### config.mk
export PLATFORM = sky130hd
export DESIGN_NAME = rtc_bus_sequencer
export DESIGN_NICKNAME = d
export VERILOG_FILES = /design/src/rtl/rtc_bus_sequencer.sv
export SDC_FILE = /design/constraint.sdc
export NUM_CORES = 1
export LEC_CHECK = 0
export ABC_AREA = 1
export CAP_MARGIN = 0
export CORE_AREA = 3 3 71 73
export CTS_BUF_LIST = sky130_fd_sc_hd__clkbuf_8
export CTS_CLUSTER_SIZE = 14
export DETAILED_ROUTE_END_ITERATION = 8
export DIE_AREA = 0 0 74 76
export PLACE_DENSITY = 0.83
export RECOVER_POWER = 50
export SETUP_SLACK_MARGIN = 0.2
export SYNTH_ARGS = -nofsm -noshare
export SYNTH_HDL_FRONTEND = slang
export SYNTH_SLANG_ARGS = --single-unit
### constraint.sdc
create_clock -name clk -period 1.7 [get_ports clk]
set_clock_uncertainty 0.1 [all_clocks]
set_input_delay 0.34 -clock clk [delete_from_list [all_inputs] [get_ports clk]]
set_output_delay 0.34 -clock clk [all_outputs]
set_load 0.05 [all_outputs]
### src/rtl/rtc_bus_sequencer.sv
// Sequences one host read/write through the external RTC control-signal generator and drives the multiplexed AD bus.
// Optional WAIT_DONE timeout is compiled in when the macro RTC_SEQ_TIMEOUT_EN is defined.

module rtc_bus_sequencer (
  input  logic       clk,
  input  logic       reset,
  input  logic       req_valid,
  output logic       req_ready,
  input  logic       req_write,
  input  logic [7:0] req_addr,
  input  logic [7:0] req_wdata,
  output logic       rsp_valid,
  output logic [7:0] rsp_rdata,
  output logic       rsp_error,
  output logic       gen_en_funcion,
  output logic       gen_escribir_leer,
  input  logic       gen_direccion_dato,
  input  logic       gen_flag_done,
  output logic [7:0] ad_out,
  output logic       ad_oe,
  input  logic [7:0] ad_in
);

  typedef enum logic [2:0] {IDLE, START, WAIT_DONE, DRAIN, RESP} state_e;

  state_e     state_q, state_d;
  logic [1:0] drain_q, drain_d;
  logic       write_q, write_d;
  logic [7:0] addr_q, addr_d;
  logic [7:0] wdata_q, wdata_d;
  logic [7:0] rdata_q, rdata_d;
  logic       error_d;
  logic       timeout_hit;
  logic       active_d;

  logic       ready_q;
  logic       valid_q;
  logic       error_q;
  logic       gen_en_q;
  logic       gen_wr_q;
  logic [7:0] ad_out_q;
  logic       ad_oe_q;

`ifdef RTC_SEQ_TIMEOUT_EN
  logic [5:0] tmo_q, tmo_d;

  always_comb begin
    tmo_d = tmo_q;
    if (state_q == START) begin
      tmo_d = 6'd0;
    end else if (state_q == WAIT_DONE) begin
      tmo_d = tmo_q + 6'd1;
    end
  end

  always_ff @(posedge clk or negedge reset) begin
    if (!reset) begin
      tmo_q <= 6'd0;
    end else begin
      tmo_q <= tmo_d;
    end
  end

  // Counter value 62 marks the 63rd WAIT_DONE cycle without a done flag.
  assign timeout_hit = (state_q == WAIT_DONE) && (tmo_q == 6'd62);
`else
  assign timeout_hit = 1'b0;
`endif

  always_comb begin
    state_d = state_q;
    drain_d = drain_q;
    write_d = write_q;
    addr_d  = addr_q;
    wdata_d = wdata_q;
    rdata_d = rdata_q;
    error_d = 1'b0;
    case (state_q)
      IDLE: begin
        if (ready_q && req_valid) begin
          write_d = req_write;
          addr_d  = req_addr;
          wdata_d = req_wdata;
          state_d = START;
        end
      end
      START: begin
        state_d = WAIT_DONE;
      end
      WAIT_DONE: begin
        // A done flag on the last timeout cycle still counts as success.
        if (gen_flag_done) begin
          if (!write_q) begin
            rdata_d = ad_in;
          end
          drain_d = 2'd0;
          state_d = DRAIN;
        end else if (timeout_hit) begin
          if (!write_q) begin
            rdata_d = 8'h00;
          end
          error_d = 1'b1;
          state_d = RESP;
        end
      end
      DRAIN: begin
        if (drain_q == 2'd3) begin
          state_d = RESP;
        end else begin
          drain_d = drain_q + 2'd1;
        end
      end
      RESP: begin
        state_d = IDLE;
      end
      default: begin
        state_d = IDLE;
      end
    endcase
  end

  assign active_d = (state_d == START) || (state_d == WAIT_DONE) || (state_d == DRAIN);

  // Outputs are registered from the next state so they line up with the state register.
  always_ff @(posedge clk or negedge reset) begin
    if (!reset) begin
      state_q  <= IDLE;
      drain_q  <= 2'd0;
      write_q  <= 1'b0;
      addr_q   <= 8'h00;
      wdata_q  <= 8'h00;
      rdata_q  <= 8'h00;
      ready_q  <= 1'b0;
      valid_q  <= 1'b0;
      error_q  <= 1'b0;
      gen_en_q <= 1'b0;
      gen_wr_q <= 1'b0;
      ad_out_q <= 8'h00;
      ad_oe_q  <= 1'b0;
    end else begin
      state_q  <= state_d;
      drain_q  <= drain_d;
      write_q  <= write_d;
      addr_q   <= addr_d;
      wdata_q  <= wdata_d;
      rdata_q  <= rdata_d;
      ready_q  <= (state_d == IDLE);
      valid_q  <= (state_d == RESP);
      error_q  <= error_d;
      gen_en_q <= (state_d == START);
      gen_wr_q <= active_d & write_d;
      ad_out_q <= active_d ? (gen_direccion_dato ? wdata_d : addr_d) : 8'h00;
      ad_oe_q  <= active_d & (write_d | ~gen_direccion_dato);
    end
  end

  assign req_ready         = ready_q;
  assign rsp_valid         = valid_q;
  assign rsp_rdata         = rdata_q;
  assign rsp_error         = error_q;
  assign gen_en_funcion    = gen_en_q;
  assign gen_escribir_leer = gen_wr_q;
  assign ad_out            = ad_out_q;
  assign ad_oe             = ad_oe_q;

endmodule

==> results of run 1 <==
==> flip-flops by register name, indices dropped and copies added, names as in the netlist, 2 cells and up <==
signal / count
drain_q: 2
addr_q: 8
state_q: 3
ad_out: 8
rsp_rdata: 8
wdata_q: 8
==> power breakdown <==
part           total (mW)  internal [mW]  switching (mW)
clock               0.927          0.581           0.346
combinational        2.98           1.12            1.86
sequential           1.79           1.50           0.292
total                5.70           3.20            2.50
==> cells in the mapped netlist <==
cell / n / area, um^2
buf_6: 2 / 22.5
ha_1: 1 / 12.5
nor3_1: 1 / 5.00
dfrtp_1: 43 / 1080
nand2_1: 110 / 413
conb_1: 1 / 3.75
o21ai_2: 8 / 70.1
buf_12: 1 / 20.0
a21oi_1: 9 / 45.0
nand3b_1: 1 / 7.51
nand2_2: 4 / 25.0
nor2_4: 2 / 22.5
nor2_1: 9 / 33.8
or2_1: 1 / 6.26
nand3_1: 21 / 105
o21ai_0: 2 / 10.0
buf_4: 2 / 15.0
buf_2: 6 / 30.0
inv_1: 16 / 60.1
inv_2: 1 / 3.75
==> routing by layer <==
metal	GRT usage (%)	wire length [um]	share of wire, %
met5	0	0	0
met4	5.62	112	2.3
met3	5.94	366	7.5
met2	31.1	2460	51
met1	21.1	1920	39
==> what timing repair did <==
action | in CTS | in global routing
setup endpoints to repair | 3 | 19
cloned | 0 | 1
hold buffers | 1 | 0
gates resized for setup | 3 | 20
pin swaps | 2 | 3
hold endpoints to repair | 21 | 0
buffers inserted | 3 | 2
==> stage by stage <==
stage | cell area, um^2 | setup WS (ps)
floorplan | 2000 | 201
global placement | 2590 | -66.1
detailed placement | 2590 | -132
CTS | 2770 | 206
global route | 2850 | 122
finish | 2850 | 225
==> layout make-up <==
| cell class | instances | share of cell area [%] |
|---|---|---|
| timing repair buffer | 68 | 24.1 |
| sequential | 43 | 37.9 |
| tap | 52 | 2.28 |
| multi-input combinational | 171 | 28.8 |
| clock inverter | 3 | 2.24 |
| inverter | 17 | 2.24 |
| clock buffer | 5 | 2.41 |
==> worst max-delay path by stage <==
stage | endpoint | slack (ps)
after detailed placement | ad_out[7] | -130
after floorplan | ad_oe | 200
after CTS | ad_out[4] | 210
final | ad_oe | 220
after global placement | ad_out[7] | -70
after global routing | ad_oe | 120
==> cell families after synthesis <==
| logic type | after synthesis | synth area share [%] |
|---|---|---|
| AND/OR/NAND/NOR | 149 | 31.1 |
| adder cells (fa/ha/maj) | 1 | 0.630 |
| buffers and inverters | 28 | 7.62 |
| other | 1 | 0.189 |
| flip-flops | 43 | 54.2 |
| AO/OA/AOI/OAI | 19 | 6.30 |
==> cell usage in the layout, fill, tap and decap left out <==
cell	Yosys	layout
a21oi_1	9	4
a21oi_2	0	5
buf_12	1	7
buf_4	2	27
buf_6	2	4
bufinv_16	0	2
clkbuf_2	0	1
clkbuf_8	0	5
clkdlybuf4s50_1	0	27
conb_1	1	1
dfrtp_1	43	39
dfrtp_2	0	4
dlygate4sd3_1	0	1
dlymetal6s2s_1	0	1
ha_1	1	1
inv_1	16	16
inv_2	1	2
nand2_1	110	109
nand2_2	4	5
nand3_1	21	20
nand3_4	0	1
nand3b_1	1	1
nor2_1	9	6
nor2_2	0	1
nor2_4	2	5
nor3_1	1	1
o21ai_0	2	2
o21ai_2	8	8
or2_1	1	1
==> critical path, stage by stage, from the launching register on <==
cell and delay, ps:
dfrtp_2 450, nor2_4 170, nand2_2 70, nor2_1 200
nand2_1 90, o21ai_0 160, a21oi_1 110
==> metrics.md, run 1 <==
| Metric | Value |
|---|---|
| Status | completed |
| Antenna diode count | 0 |
| Maximum fanout along the worst path | 5 |
| Post-synthesis cell type count | 20 |
| Clock buffer depth | 2 |
| Area Growth Syn to Fin | 43.5% |
| Startpoint Class | flip-flop |
| Hold Crit Start | req_valid |
| Initial DRC Count | 122 |
| H-tree levels | 2 |
| Hold Vio Cnt, Final | 0 |
| Final core utilization | 64.6% |
| FILL cells | 364 |
| Antenna violations before repair | 0 |
| DRC Markers | 0 |
| Drt wl/cell | 13.5 um |
| Placed insts | 344 |
| Vias per inst | 4.87 |
| Leak Pwr | 1.47 nW |
| Fin crit share | 86.8% |
| Total die area | 5620 um^2 |
| Die X-Extent | 74 um |
| Synthesized flop and latch total | 43 |
| Final Wtd Congestion | 0.781 |
| Area of the multi-input gates | 822 um^2 |
| Req. time, crit path | 1770 ps |
| Path depth of the worst reg2reg path | 6 |
| Syn Nets | 272 |
| Layout cell share with drive strength beyond 1 | 25.1% |
| Worst slew pin tran | 582 ps |
| Port Buffers | 50 |
| Slew headroom | 61.2% |
| Largest net degree at the start of global routing | 23 |
| CTS clk-pin slew, worst paths | 80 ps |
| Core Region | 4410 um^2 |
| Post-route ant nets | 0 |
| Chip height | 76 um |
| CP arrival | 1550 ps |
| VDD IR max | 0.987 mV |
| Max cap viols | 0 |
| Mean post-synth cell area | 8.24 um^2 |
| Hold depth | 3 |
| Drt total wl | 4860 um |
| Congestion Overflow GR | 0 |
| Hold WS | 369 ps |
| Final Non-Filler Cells | 359 |
| Max frequency | 0.678 GHz |
| Reg area | 1080 um^2 |
| I/O pin count | 52 |
| Total power | 5.70 mW |
| Final nets | 337 |
| First-pass GRT wire length | 7890 um |
| Final TNS setup | 0 ps |
| Skew-Pair Late Insertion Delay | 300 ps |
| Detailed Routing Iterations Pass 1 | 4 |
| Final Max Slew Viols | 0 |
| Synthesized area | 1990 um^2 |
| Worst reg-to-reg setup slack | 220 ps |
| Post-detail-place hpwl | 3290 um |
| GRT Overall Usage | 18.2% |
| Worst hold path class | in2reg |
| CP Capture Type | flip-flop |
| # rows | 24 |
| CTS Root Cell | clkbuf_8 |
| Crit path kind | reg2reg |
| Final setup viols | 0 |
| Worst Setup SP | state_q[0] |
| RSZ-0062 raised after global routing | no |
| Synth Instances | 241 |
| Seq/Total Area, Yosys | 54.2% |
| Vias in the first global route | 1780 |
| Fin crit period | 1480 ps |
| CTS Buf Count | 5 |
| CTS tree | yes |
| Via count | 1748 |
| RR Endpoint | ad_oe |
| Yosys warns | 0 |
| Worst Hold Path EP | gen_en_funcion |
| Starting Density | 45.0% |
| # clock sinks | 43 |
| PwrDens | 2000 nW/um^2 |
| Reg2reg start | state_q[0] |
Note: power is estimated with default switching activity, not from simulation.
==> run 2: changes to the inputs <==
--- a/config.mk
+++ b/config.mk
@@ -7,14 +7,14 @@
 export LEC_CHECK = 0
 export ABC_AREA = 1
 export CAP_MARGIN = 0
-export CORE_AREA = 3 3 71 73
+export CORE_AREA = 10 10 78 80
 export CTS_BUF_LIST = sky130_fd_sc_hd__clkbuf_8
 export CTS_CLUSTER_SIZE = 14
 export DETAILED_ROUTE_END_ITERATION = 8
-export DIE_AREA = 0 0 74 76
+export DIE_AREA = 0 0 88 90
 export PLACE_DENSITY = 0.83
-export RECOVER_POWER = 50
 export SETUP_SLACK_MARGIN = 0.2
+export SLEW_MARGIN = 20
 export SYNTH_ARGS = -nofsm -noshare
 export SYNTH_HDL_FRONTEND = slang
 export SYNTH_SLANG_ARGS = --single-unit
==> run 2 against run 1 <==
  * Critical path depth fell by 4
  * Hold slack got worse by 13 ps
  * Count of clock-buffer cells in the layout did not move
  * Non-clock buffer count rose by 4
  * Core utilization fell by 1.9 points
  * Clock power fell by 29%
  * Sequential share of layout area fell by 0.41 points
  * Maximum frequency fell by 2.7%
  * Cell area rose by 1.1%
  * Wire length rose by 7.1%
  * Critical path type is now reg2out
  * Largest cell class unchanged
  * Largest power group unchanged
==> metrics.md, run 2 (synthesis results as in run 1) <==
| Metric | Value |
|---|---|
| Req. time, crit path | 1260 ps (was 1770 ps) |
| Final TNS setup | 0 ps (unchanged) |
| Fin crit period | 1520 ps (was 1480 ps) |
| Layout cell share with drive strength beyond 1 | 26.0% (was 25.1%) |
| Post-route ant nets | 0 (unchanged) |
| Worst path max stage delay | 470 ps (was 450 ps) |
| Most common cell after layout, fill and taps aside | nand2_1 (unchanged) |
| Total power | 5.55 mW (was 5.70 mW) |
| Leak Pwr | 1.48 nW (was 1.47 nW) |
| Vias per inst | 4.94 (was 4.87) |
| First-pass GRT wire length | 8160 um (was 7890 um) |
| Final Wtd Congestion | 0.810 (was 0.781) |
| CTS clk-pin slew, worst paths | 80 ps (about the same) |
| Chip height | 90 um (was 76 um) |
| Via count | 1802 (was 1748) |
| PwrDens | 1930 nW/um^2 (was 2000 nW/um^2) |
| Placed insts | 348 (was 344) |
| Antenna diode count | 0 (unchanged) |
| VDD IR max | 0.994 mV (was 0.987 mV) |
| Status | completed (unchanged) |
| Hold Vio Cnt, Final | 0 (unchanged) |
| Max cap viols | 0 (unchanged) |
| Vias in the first global route | 1801 (was 1780) |
| CP arrival | 1080 ps (was 1550 ps) |
| RSZ-0062 raised after global routing | yes (was no) |
| Drt wl/cell | 14.3 um (was 13.5 um) |
| CTS Buf Count | 5 (unchanged) |
| H-tree levels | 2 (unchanged) |
| Area Growth Syn to Fin | 45.0% (was 43.5%) |
| Final core utilization | 62.7% (was 64.6%) |
| Skew-Pair Late Insertion Delay | 300 ps (about the same) |
| Largest net degree at the start of global routing | 25 (was 23) |
| GRT Overall Usage | 12.6% (was 18.2%) |
| # rows | 25 (was 24) |
| Port Buffers | 50 (unchanged) |
| Final Non-Filler Cells | 365 (was 359) |
| Clock buffer depth | 2 (unchanged) |
| DRC Markers | 0 (unchanged) |
| Starting Density | 43.2% (was 45.0%) |
| Maximum fanout along the worst path | 8 (was 5) |
| Fin crit share | 89.2% (was 86.8%) |
| Startpoint Class | flip-flop (unchanged) |
| Commonest cells after routing, fill and taps aside | 108 x nand2_1, 39 x dfrtp_1, 29 x buf_4 (was 109 x nand2_1, 39 x dfrtp_1, 27 x clkdlybuf4s50_1, 27 x buf_4, 20 x nand3_1) |
| Initial DRC Count | 135 (was 122) |
| Max frequency | 0.659 GHz (was 0.678 GHz) |
| Total die area | 7920 um^2 (was 5620 um^2) |
| Hold WS | 356 ps (was 369 ps) |
| Crit path kind | reg2out (was reg2reg) |
| Detailed Routing Iterations Pass 1 | 4 (unchanged) |
| Crit-path cells | buf_4 -> buf_12 (was nor2_4 -> nand2_2 -> nor2_1 -> nand2_1 -> o21ai_0 -> a21oi_1) |
| CTS tree | yes (unchanged) |
| Core Region | 4600 um^2 (was 4410 um^2) |
| # clock sinks | 43 (unchanged) |
| Worst hold path class | in2reg (unchanged) |
| Final Max Slew Viols | 0 (unchanged) |
| Congestion Overflow GR | 0 (unchanged) |
| Final setup viols | 0 (unchanged) |
| I/O pin count | 52 (unchanged) |
| Crit path max-delay cell type | dfrtp_2 (unchanged) |
| Post-detail-place hpwl | 3570 um (was 3290 um) |
| Drt total wl | 5210 um (was 4860 um) |
| CTS Root Cell | clkbuf_8 (unchanged) |
| Final nets | 341 (was 337) |
| Die X-Extent | 88 um (was 74 um) |
| Antenna violations before repair | 0 (unchanged) |
| CP Capture Type | output port (was flip-flop) |
==> run 2: changes by cell type in the layout (fill, tap and decap cells not counted), moves of 2 or more <==
cell,change
clkinvlp_4,+2
a21oi_2,-3
a21oi_1,+3
bufinv_16,-2
buf_12,+2
buf_4,+2
==> run 2: layout make-up <==
class | count | area, um^2
Fill cell | 400 | 1720
Sequential cell | 43 | 1080
Multi-Input combinational cell | 171 | 826
Timing Repair Buffer | 72 | 754
Clock buffer | 5 | 68.8
Tap cell | 54 | 67.6
Inverter | 17 | 63.8
Clock inverter | 3 | 20.0
==> run 2: worst max-delay path: cells and delay by family, from the launching register on <==
family | cells | cell delay (ps)
flops | 1 | 470
buf+inv | 2 | 300
==> run 2: worst paths after layout <==
kind / start / to / slack (ps) / cells after the start
max in group asynchronous: reset / gen_en_funcion / 590 / 3
min reg2reg: rsp_rdata[5] / rsp_rdata[5] / 400 / 2
min: req_valid / gen_en_funcion / 360 / 3
max: req_ready / req_ready / 180 / 2
max reg2reg: req_ready / ad_out[1] / 260 / 5
min in group asynchronous: reset / wdata_q[4] / 420 / 2
==> run 2: where the power goes <==
group	internal, mW	switching [mW]
clock network	0.286	0.368
registers	1.50	0.307
logic	1.22	1.87
total	3.01	2.55
==> run 2: timing repair <==
action | CTS | global route
gates cloned | 0 | 3
hold buffers | 1 | 0
setup buffers | 0 | 5
pin swaps | 0 | 5
gates resized for setup | 1 | 23
endpoints found under the hold margin | 19 | 0
endpoints found under the setup margin | 3 | 14
==> run 2: per-layer routing <==
layer  routed length [um]  track usage, %
met4                   78            3.72
met2                 2650            21.1
met3                  425            5.42
met1                 2060            14.0
met5                    0               0
==> run 2: stage by stage <==
| step | area, um^2 | worst slack [ps] |
|---|---|---|
| 4_1_cts | 2720 | 222 |
| 3_3_place_gp | 2620 | -51.0 |
| 5_1_grt | 2880 | 158 |
| 2_1_floorplan | 2000 | 201 |
| 6_report | 2880 | 183 |
| 3_5_place_dp | 2620 | -82.7 |
==> run 3: changes to the inputs <==
--- a/config.mk
+++ b/config.mk
@@ -13,7 +13,6 @@
 export DETAILED_ROUTE_END_ITERATION = 8
 export DIE_AREA = 0 0 88 90
 export PLACE_DENSITY = 0.83
-export SETUP_SLACK_MARGIN = 0.2
 export SLEW_MARGIN = 20
 export SYNTH_ARGS = -nofsm -noshare
 export SYNTH_HDL_FRONTEND = slang
==> run 3 against run 2 <==
  * Register-to-register slack worse by 60 ps
  * Via count is 6.5% lower
  * Setup slack got worse by 15 ps
  * Maximum frequency decreased by 0.99%
  * Critical endpoint is now gen_escribir_leer
  * Sequential power hardly changed
  * Hold slack better by 36 ps
  * Power down 4.8%
  * Flip-flop and latch count is the same
  * Die area unchanged
==> metrics.md, run 3 (synthesis results as in run 1) <==
| Metric | Value |
|---|---|
| Status | completed (unchanged) |
| Drt total wl | 4650 um (was 5210 um) |
| Grt met2 use | 20.8% (was 21.1%) |
| Chip height | 90 um (unchanged) |
| # rows | 25 (unchanged) |
| Layout cell share with drive strength beyond 1 | 18.9% (was 26.0%) |
| CP arrival | 1600 ps (was 1080 ps) |
| # resized after CTS | 0 (was 1) |
| Placed insts | 347 (was 348) |
| Fin crit period | 1530 ps (was 1520 ps) |
| Worst path top cell family by delay | simple AND/OR/NAND/NOR gates (was flip-flops) |
| Core Region | 4600 um^2 (unchanged) |
| Startpoint Class | primary input (was flip-flop) |
| Most common cell after layout, fill and taps aside | nand2_1 (unchanged) |
| Hold WS | 393 ps (was 356 ps) |
| Worst path max stage delay | 450 ps (was 470 ps) |
| Postcts setup bufs | 0 (unchanged) |
| # clock sinks | 43 (unchanged) |
| Detailed Routing Iterations Pass 1 | 6 (was 4) |
| Area Growth Syn to Fin | 38.0% (was 45.0%) |
| Antenna violations before repair | 0 (unchanged) |
| CTS clk-pin slew, worst paths | 80 ps (about the same) |
| Area of the multi-input gates | 759 um^2 (was 826 um^2) |
| Antenna diode count | 0 (unchanged) |
| Starting Density | 43.2% (unchanged) |
| Max frequency | 0.653 GHz (was 0.659 GHz) |
| Crit-path cells | clkdlybuf4s50_1 -> nand2_2 -> nand3b_1 -> nand3_1 -> nor2_4 -> nor2_1 (was buf_4 -> buf_12) |
| Final Max Slew Viols | 0 (unchanged) |
| DRC Markers | 0 (unchanged) |
| Final Wtd Congestion | 0.758 (was 0.810) |
| Sw frac | 44.4% (was 45.8%) |
| First-pass GRT wire length | 7870 um (was 8160 um) |
| Crit path kind | in2reg (was reg2out) |
| FILL cells | 415 (was 400) |
| CP Capture Type | flip-flop (was output port) |
| CTS Root Cell | clkbuf_8 (unchanged) |
| Leak Pwr | 1.43 nW (was 1.48 nW) |
| Total power | 5.29 mW (was 5.55 mW) |
| Skew-Pair Late Insertion Delay | 290 ps (was 300 ps) |
| Final Non-Filler Cells | 356 (was 365) |
| Final setup viols | 0 (unchanged) |
| I/O pin count | 52 (unchanged) |
| Worst hold path class | reg2reg (was in2reg) |
| Largest net degree at the start of global routing | 25 (unchanged) |
| NetSw | 2.35 mW (was 2.55 mW) |
| Vias in the first global route | 1686 (was 1801) |
| Maximum fanout along the worst path | 10 (was 8) |
| Post-route ant nets | 0 (unchanged) |
| Die X-Extent | 88 um (unchanged) |
| Via count | 1685 (was 1802) |
| Comb power frac | 53.3% (was 55.7%) |
| GR Util met3 | 5.51% (was 5.42%) |
| RSZ-0062 raised after global routing | no (was yes) |
| Final nets | 332 (was 341) |
| Initial DRC Count | 50 (was 135) |
| Hold Vio Cnt, Final | 0 (unchanged) |
| VDD IR max | 0.945 mV (was 0.994 mV) |
| Flop pwr share | 33.6% (was 32.5%) |
| Internal power | 2.94 mW (was 3.01 mW) |
| Worst Path Buf+Inv | 1 (was 2) |
| Req. time, crit path | 1770 ps (was 1260 ps) |
| Commonest cells after routing, fill and taps aside | 110 x nand2_1, 43 x dfrtp_1, 28 x clkdlybuf4s50_1 (was 108 x nand2_1, 39 x dfrtp_1, 29 x buf_4) |
| Port Buffers | 50 (unchanged) |
| Congestion Overflow GR | 0 (unchanged) |
| Total die area | 7920 um^2 (unchanged) |
| Reg area | 1080 um^2 (about the same) |
| Clock network fraction of total power | 13.0% (was 11.8%) |
| Crit path max-delay cell type | clkdlybuf4s50_1 (was dfrtp_2) |
| Met1 Usage GRT | 13.2% (was 14.0%) |
| Clock buffer depth | 2 (unchanged) |
| Post-detail-place hpwl | 3580 um (was 3570 um) |
| GRT Overall Usage | 12.3% (was 12.6%) |
| Drt wl/cell | 13.1 um (was 14.3 um) |
| CTS Buf Count | 5 (unchanged) |
| PwrDens | 1930 nW/um^2 (about the same) |
| Fin crit share | 90.1% (was 89.2%) |
| CTS tree | yes (unchanged) |
| H-tree levels | 2 (unchanged) |
| Vias per inst | 4.73 (was 4.94) |
| GRT busiest layer | met2 (unchanged) |
| Max cap viols | 0 (unchanged) |
==> run 3: cell types whose count changed in the layout (fill, tap and decap cells not counted), moves of 3 or more <==
cell     change
dfrtp_2      -4
buf_4        -5
dfrtp_1      +4
nor2_1       +3
nor2_4       -3
buf_6        -3
==> run 3: repair_timing <==
item / CTS / global route
endpoints found under the setup margin: 0 / 0
hold buffers: 1 / 0
endpoints found under the hold margin: 19 / 0
==> run 3: area by class of cell <==
class | count | share of cell area [%]
Tap cell | 54 | 2.46
Inverter | 17 | 2.33
Clock inverter | 1 | 0.137
Multi-Input combinational cell | 170 | 27.7
Sequential cell | 43 | 39.2
Clock buffer | 7 | 3.51
Timing Repair Buffer | 64 | 24.6
==> run 3: final timing paths <==
path | startpoint | end | slack [ps] | depth (start not counted)
worst max-delay path | req_valid | gen_escribir_leer | 170 | 6
worst min-delay path | rsp_rdata[2] | rsp_rdata[2] | 390 | 2
worst max register to register | drain_q[0] | ad_out[6] | 200 | 6
worst min register to register | rsp_rdata[2] | rsp_rdata[2] | 390 | 2
max in group asynchronous | reset | addr_q[1] | 600 | 3
min in group asynchronous | reset | addr_q[2] | 430 | 2
==> run 3: through the flow <==
stage	setup slack [ps]	area [um^2]	TNS [ps]	util (%)
3_3_place_gp	-59.8	2630	-664	57.3
5_1_grt	30.4	2740	0	59.6
6_report	168	2740	0	59.6
4_1_cts	177	2740	0	59.6
2_1_floorplan	46.2	1990	0	-
3_5_place_dp	-108	2630	-1450	57.3
==> run 3: power by group through the flow <==
stage / Sequential, mW / Combinational, mW / Clock (mW)
final: 1.78 / 2.82 / 0.690
after detailed placement: 1.80 / 2.85 / 0
after floorplan: 2.48 / 1.13 / 0
after CTS: 1.78 / 2.86 / 0.711
after global placement: 1.78 / 2.78 / 0
after global routing: 1.83 / 3.09 / 0.753
==> run 3: per-layer routing <==
metal	wire length (um)	up-vias	share of wire, %
li1	-	866	-
met3	397	5	8.5
met4	54	0	1.2
met1	1830	772	39
met2	2360	42	51
met5	0	-	0
==> run 3: tightest hold or removal path, delay by kind of cell (launching register included) <==
| kind | cells | cell delay [ps] |
|---|---|---|
| flops | 1 | 350 |
| simple gates | 1 | 70 |
| compound gates | 1 | 50 |
